`config.mk`:
```
export PLATFORM = sky130hd
export DESIGN_NAME = obm_dma
export DESIGN_NICKNAME = d
export VERILOG_FILES = /design/src/rtl/gpu_pkg.sv /design/src/rtl/vram_write_mux.sv /design/src/rtl/obm_dma.sv
export SDC_FILE = /design/constraint.sdc
export NUM_CORES = 1
export LEC_CHECK = 0
export CAP_MARGIN = 20
export CORE_MARGIN = 5
export CORE_UTILIZATION = 40
export CTS_CLUSTER_DIAMETER = 50
export CTS_CLUSTER_SIZE = 28
export DETAILED_ROUTE_END_ITERATION = 10
export PLACE_DENSITY = 0.8
export SLEW_MARGIN = 5
export SYNTH_ARGS = -nofsm -noshare
export SYNTH_HDL_FRONTEND = slang
export SYNTH_HIERARCHICAL = 1
export SYNTH_SLANG_ARGS = --single-unit
```
`constraint.sdc`:
```
create_clock -name clk -period 2 [get_ports clk]
set_input_delay 0.4 -clock clk [delete_from_list [all_inputs] [get_ports clk]]
set_output_delay 0.4 -clock clk [all_outputs]
set_load 0.02 [all_outputs]
```
`src/rtl/gpu_pkg.sv`:
```
// Shared GPU definitions: VRAM address geometry, Object Memory placement and
// the DMA sequencer state encoding.
package gpu_pkg;

    localparam int VRAM_ADDR_WIDTH = 12;

    localparam logic [VRAM_ADDR_WIDTH-1:0] OBM_BASE = 12'h800;
    localparam int                         OBM_SIZE = 256;

    typedef enum logic [2:0] {
        IDLE,
        PEND,
        READ,
        WRITE,
        DONE
    } dma_state_t;

endpackage

```
`src/rtl/vram_write_mux.sv`:
```
// Single VRAM write port arbiter: a CPU write always wins, the DMA byte is
// offered only when the CPU is not writing.
module vram_write_mux
    import gpu_pkg::*;
(
    input  logic                       cpu_write_enable,
    input  logic [7:0]                 cpu_data,
    input  logic [VRAM_ADDR_WIDTH-1:0] cpu_address,
    input  logic                       dma_write_enable,
    input  logic [7:0]                 dma_data,
    input  logic [VRAM_ADDR_WIDTH-1:0] dma_address,
    output logic [7:0]                 vram_data,
    output logic [VRAM_ADDR_WIDTH-1:0] vram_address,
    output logic                       vram_write_enable
);

    always_comb begin
        // NOTE: every output gets a default before the priority chain, so no path leaves one unassigned and no latch is inferred.
        vram_data         = '0;
        vram_address      = '0;
        vram_write_enable = 1'b0;
        if (cpu_write_enable) begin
            vram_data         = cpu_data;
            vram_address      = cpu_address;
            vram_write_enable = 1'b1;
        end else if (dma_write_enable) begin
            vram_data         = dma_data;
            vram_address      = dma_address;
            vram_write_enable = 1'b1;
        end
    end

endmodule

```
`src/rtl/obm_dma.sv`:
```
// Object Memory DMA: copies LENGTH bytes from CPU RAM page {dma_page, index}
// into VRAM at DEST_BASE, sharing the VRAM write port with direct CPU writes.
module obm_dma
    import gpu_pkg::*;
#(
    parameter int                         LENGTH    = OBM_SIZE,
    parameter logic [VRAM_ADDR_WIDTH-1:0] DEST_BASE = OBM_BASE
) (
    input  logic                       clk,
    input  logic                       rst,
    input  logic                       writable,
    input  logic [7:0]                 cpu_data,
    input  logic [VRAM_ADDR_WIDTH-1:0] cpu_address,
    input  logic                       cpu_write_enable,
    input  logic                       dma_start,
    input  logic [7:0]                 dma_page,
    output logic [15:0]                src_address,
    output logic                       src_read,
    input  logic [7:0]                 src_data,
    input  logic                       src_valid,
    output logic [7:0]                 vram_data,
    output logic [VRAM_ADDR_WIDTH-1:0] vram_address,
    output logic                       vram_write_enable,
    output logic                       dma_busy,
    output logic                       dma_done
);

    localparam logic [7:0] LAST_INDEX = 8'(LENGTH - 1);

    dma_state_t                 state;
    dma_state_t                 state_next;
    logic [7:0]                 index;
    logic [7:0]                 page;
    logic [7:0]                 buffer;
    logic                       dma_offer;
    logic                       dma_advance;
    logic [VRAM_ADDR_WIDTH-1:0] dma_address;

    // The byte is offered whenever the window is open; it only counts as
    // written when the CPU is not holding the port in the same cycle.
    assign dma_offer   = (state == WRITE) && writable;
    assign dma_advance = dma_offer && !cpu_write_enable;
    assign dma_address = DEST_BASE + {{(VRAM_ADDR_WIDTH-8){1'b0}}, index};

    always_ff @(posedge clk or negedge rst) begin
        // NOTE: the byte buffer is a single register, not a memory array, so it is cleared by reset like the rest of the state.
        if (!rst) begin
            state  <= IDLE;
            index  <= '0;
            page   <= '0;
            buffer <= '0;
        end else begin
            // NOTE: non-blocking assignments so every register samples pre-edge values regardless of statement order.
            state <= state_next;
            case (state)
                IDLE: begin
                    if (dma_start) begin
                        page  <= dma_page;
                        index <= '0;
                    end
                end
                READ: begin
                    if (src_valid) begin
                        buffer <= src_data;
                    end
                end
                WRITE: begin
                    if (dma_advance && (index != LAST_INDEX)) begin
                        index <= index + 8'd1;
                    end
                end
                default: ;
            endcase
        end
    end

    always_comb begin
        state_next  = state;
        src_read    = 1'b0;
        src_address = '0;
        dma_busy    = 1'b1;
        dma_done    = 1'b0;
        case (state)
            IDLE: begin
                dma_busy = 1'b0;
                if (dma_start) begin
                    state_next = PEND;
                end
            end
            PEND: begin
                if (writable) begin
                    state_next = READ;
                end
            end
            READ: begin
                // Address is a pure function of registered state, so it holds for the whole handshake.
                src_read    = 1'b1;
                src_address = {page, index};
                if (src_valid) begin
                    state_next = WRITE;
                end
            end
            WRITE: begin
                if (dma_advance) begin
                    state_next = (index == LAST_INDEX) ? DONE : READ;
                end
            end
            DONE: begin
                dma_done   = 1'b1;
                state_next = IDLE;
            end
            default: begin
                state_next = IDLE;
            end
        endcase
    end

    vram_write_mux u_vram_write_mux (
        .cpu_write_enable  (cpu_write_enable),
        .cpu_data          (cpu_data),
        .cpu_address       (cpu_address),
        .dma_write_enable  (dma_offer),
        .dma_data          (buffer),
        .dma_address       (dma_address),
        .vram_data         (vram_data),
        .vram_address      (vram_address),
        .vram_write_enable (vram_write_enable)
    );

endmodule

```
==> flow_metrics.py <==
metrics = {
    "setup_path": {
        "slowest_delay_ns": 0.40,
        "crit_path_cell_trace": "nand4b_4 > inv_2 > nor2b_4 > buf_6 > a22o_1 > buf_6",
        "endpoint_kind": "output port",
        "path_buf_inv": 3,
        "crit_slowest_cell": "dfrtp_1",
        "worstPathRequired_ns": 1.60,
        "worstSetupPathType": "flop to output port",
        "cp_max_fo": 8,
        "startpoint_type": "flop",
        "crit_top_cell": "buf_6",
        "crit_family": "flip-flops",
        "arrival_ns": 1.54,
    },
    "synthesis": {
        "ys_top_cells_by_area": "dfrtp_1 42%, a22o_1 9.9%, mux2_1 9.9%, and2_1 7.1%, nand2_1 3.3%",
        "synthCells": 150,
        "yosys.area.top_type": "dfrtp_1",
        "synth_cell_types": 36,
        "synthDominantCellAreaShare_pct": 42.3,
        "synthFlopType": "dfrtp_1",
        "ys_ff_latch": 27,
        "synthArstFlopShare_pct": 100,
        "syn_avg_cell_area_um2": 10.6,
        "ys_seq_area_share_pct": 42.3,
        "ys_warn_count": 6,
        "synth-edff-count": 0,
        "syn_area_um2": 1600,
    },
    "global_routing": {
        "grt_usage_pct": 17.4,
        "grt_pass1_wl_um": 7260,
        "grt_pass1_vias": 1563,
        "grt_max_degree": 28,
        "antenna_found_initial": 0,
        "overflow": 0,
    },
    "power_and_ir_drop": {
        "p_per_area_nw_per_um2": 661,
        "ir_drop_mv": 0.427,
        "leakage_nw": 1.24,
    },
    "detailed_routing": {
        "firstDrtPassIters": 4,
        "drc": 0,
        "wl_um": 4630,
        "vias": 1559,
        "vias_per_cell": 5.23,
        "drt_iter0_markers": 66,
        "wl_per_cell_um": 15.5,
        "ant_nets": 0,
    },
    "die": {
        "chipWidth_um": 73.2,
        "die_h_um": 73.2,
        "dieArea_um2": 5350,
        "rows": 23,
        "io_pins": 82,
        "initial_core_util_pct": 40.5,
        "core-area_um2": 3940,
    },
    "sta": {
        "final.period_utilization_pct": 97.0,
        "min_period_ns": 1.94,
        "drv_slew": 0,
        "rsz0062_at_grt": "true",
        "fmax_mhz": 515,
        "setup_ws_ns": 0.0592,
        "clock_skew_ns": 0.00383,
        "hold_viol": 0,
        "setup_viol": 0,
    },
    "place": {
        "port_buffers": 81,
        "hpwl_um": 3380,
        "gp_congestion": 0.745,
        "post-place-ws_ns": -0.685,
    },
    "clock_network": {
        "cts-buffers-inserted": 3,
        "root_buffer": "clkbuf_8",
        "cts.reportedPaths.clkPinSlew_ns": 0.08,
        "clk_path_buf_depth": 2,
        "htreeDepth": 1,
        "clkLatencyLatePin_ns": 0.27,
        "clkSinkCount": 27,
        "cts_tree": "done",
    },
    "final_layout": {
        "area_growth_pct": 62.7,
        "fin_util_pct": 65.9,
        "final_nets": 292,
        "diodes": 0,
        "drive_above_1_share_pct": 28.6,
    },
    "flow_run": {
        "maxCapViolCount": 0,
    },
    "run_status": {
        "outcome": "finished clean",
    },
    "hold_path": {
        "hp-class": "flop to flop",
    },
}
==> flip-flops by register name, summed over array words and instances (netlist names) <==
register  cells
buffer        8
index         8
page          8
state         3
==> cell usage after synthesis, types with 2 or more instances <==
master and number:
a22o_1 18, a211o_1 4, mux2_2 2, conb_1 2, nor2b_1 2, a21oi_1 2, mux2_1 14, o21ai_0 3
buf_4 4, dfrtp_1 27, nor3_1 5, inv_1 2, nand3_1 4, nor4_1 2, nand2_1 14, buf_2 3
and3_1 5, nand4_1 2, and2_1 18
==> cell families (layout without fill, tap and decap cells) <==
family          Yosys count  after routing  synth area share, %
other cells               2              4                0.470
simple gates             59             59                 22.3
buf+inv                  11            107                 4.23
flops                    27             27                 42.3
fa+ha+maj                 1              1                0.784
compound gates           33             33                 17.9
mux                      17             17                 11.9
==> cell usage in the layout, fill, tap and decap left out, types with 5 or more instances in the layout <==
| cell | count |
|---|---|
| dfrtp_1 | 26 |
| nor3_1 | 5 |
| dlygate4sd2_1 | 7 |
| nand2_1 | 14 |
| and3_1 | 5 |
| a22o_1 | 18 |
| buf_6 | 20 |
| buf_4 | 29 |
| mux2_1 | 14 |
| clkdlybuf4s50_1 | 39 |
| and2_1 | 18 |
==> final cells by class <==
| cell class | count | area (um^2) |
|---|---|---|
| Fill cell | 336 | 1350 |
| Timing Repair Buffer | 101 | 925 |
| Multi-Input combinational cell | 114 | 881 |
| Sequential cell | 27 | 677 |
| Tap cell | 50 | 62.6 |
| Clock buffer | 4 | 45.0 |
| Inverter | 2 | 7.51 |
==> through the flow <==
stage                     cells  setup TNS [ns]  power (mW)  instance area [um^2]  hold slack [ns]
after floorplan             152               0        1.09                  1600            0.104
after global placement      290          -12.82        1.40                  2540            0.465
after detailed placement    290          -13.84        1.42                  2540            0.473
after CTS                   298         -0.0548        1.68                  2490            0.494
after global routing        298          -0.348        1.83                  2600            0.506
final                       298               0        1.72                  2600            0.491
==> per-layer routing <==
metal,vias up,part of all wire [%],track usage (%)
li1,743,-,-
met4,0,0.86,4.30
met2,60,48,30.2
met1,751,42,21.6
met3,5,8.9,3.99
met5,-,0,0
==> worst paths after layout <==
kind                                  startpoint                     to  slack (ns)  cells after the start
setup reg to reg            index[0]$_DFFE_PN0P_   index[7]$_DFFE_PN0P_        0.23                      5
setup / recovery            state[2]$_DFFE_PN0P_        vram_address[6]        0.06                      6
hold reg to reg            buffer[5]$_DFFE_PN0P_  buffer[5]$_DFFE_PN0P_        0.49                      1
hold / removal             buffer[5]$_DFFE_PN0P_  buffer[5]$_DFFE_PN0P_        0.49                      1
max in group asynchronous                    rst   state[0]$_DFFE_PN0P_        1.22                      2
min in group asynchronous                    rst    page[4]$_DFFE_PN0P_        0.50                      2
==> report_power, final <==
part	leakage (nW)	switching, mW	internal (mW)
sequential	0.335	0.103	0.671
combinational	0.878	0.294	0.346
clock	0.0228	0.161	0.143
==> what timing repair did <==
action,4_1_cts,5_1_grt
resized for setup,151,54
setup endpoints to repair,40,33
cloned,3,0
setup buffers,1,0
endpoints found under the hold margin,0,0
hold buffers,0,0
==> worst reg2reg max path: cells and delay by family, from the launching register on <==
family          cells  cell delay [ns]
compound gates      2             0.62
flops               1             0.44
simple gates        2             0.43
fa+ha+maj           1             0.23
Note: power is estimated with default switching activity, not from simulation.
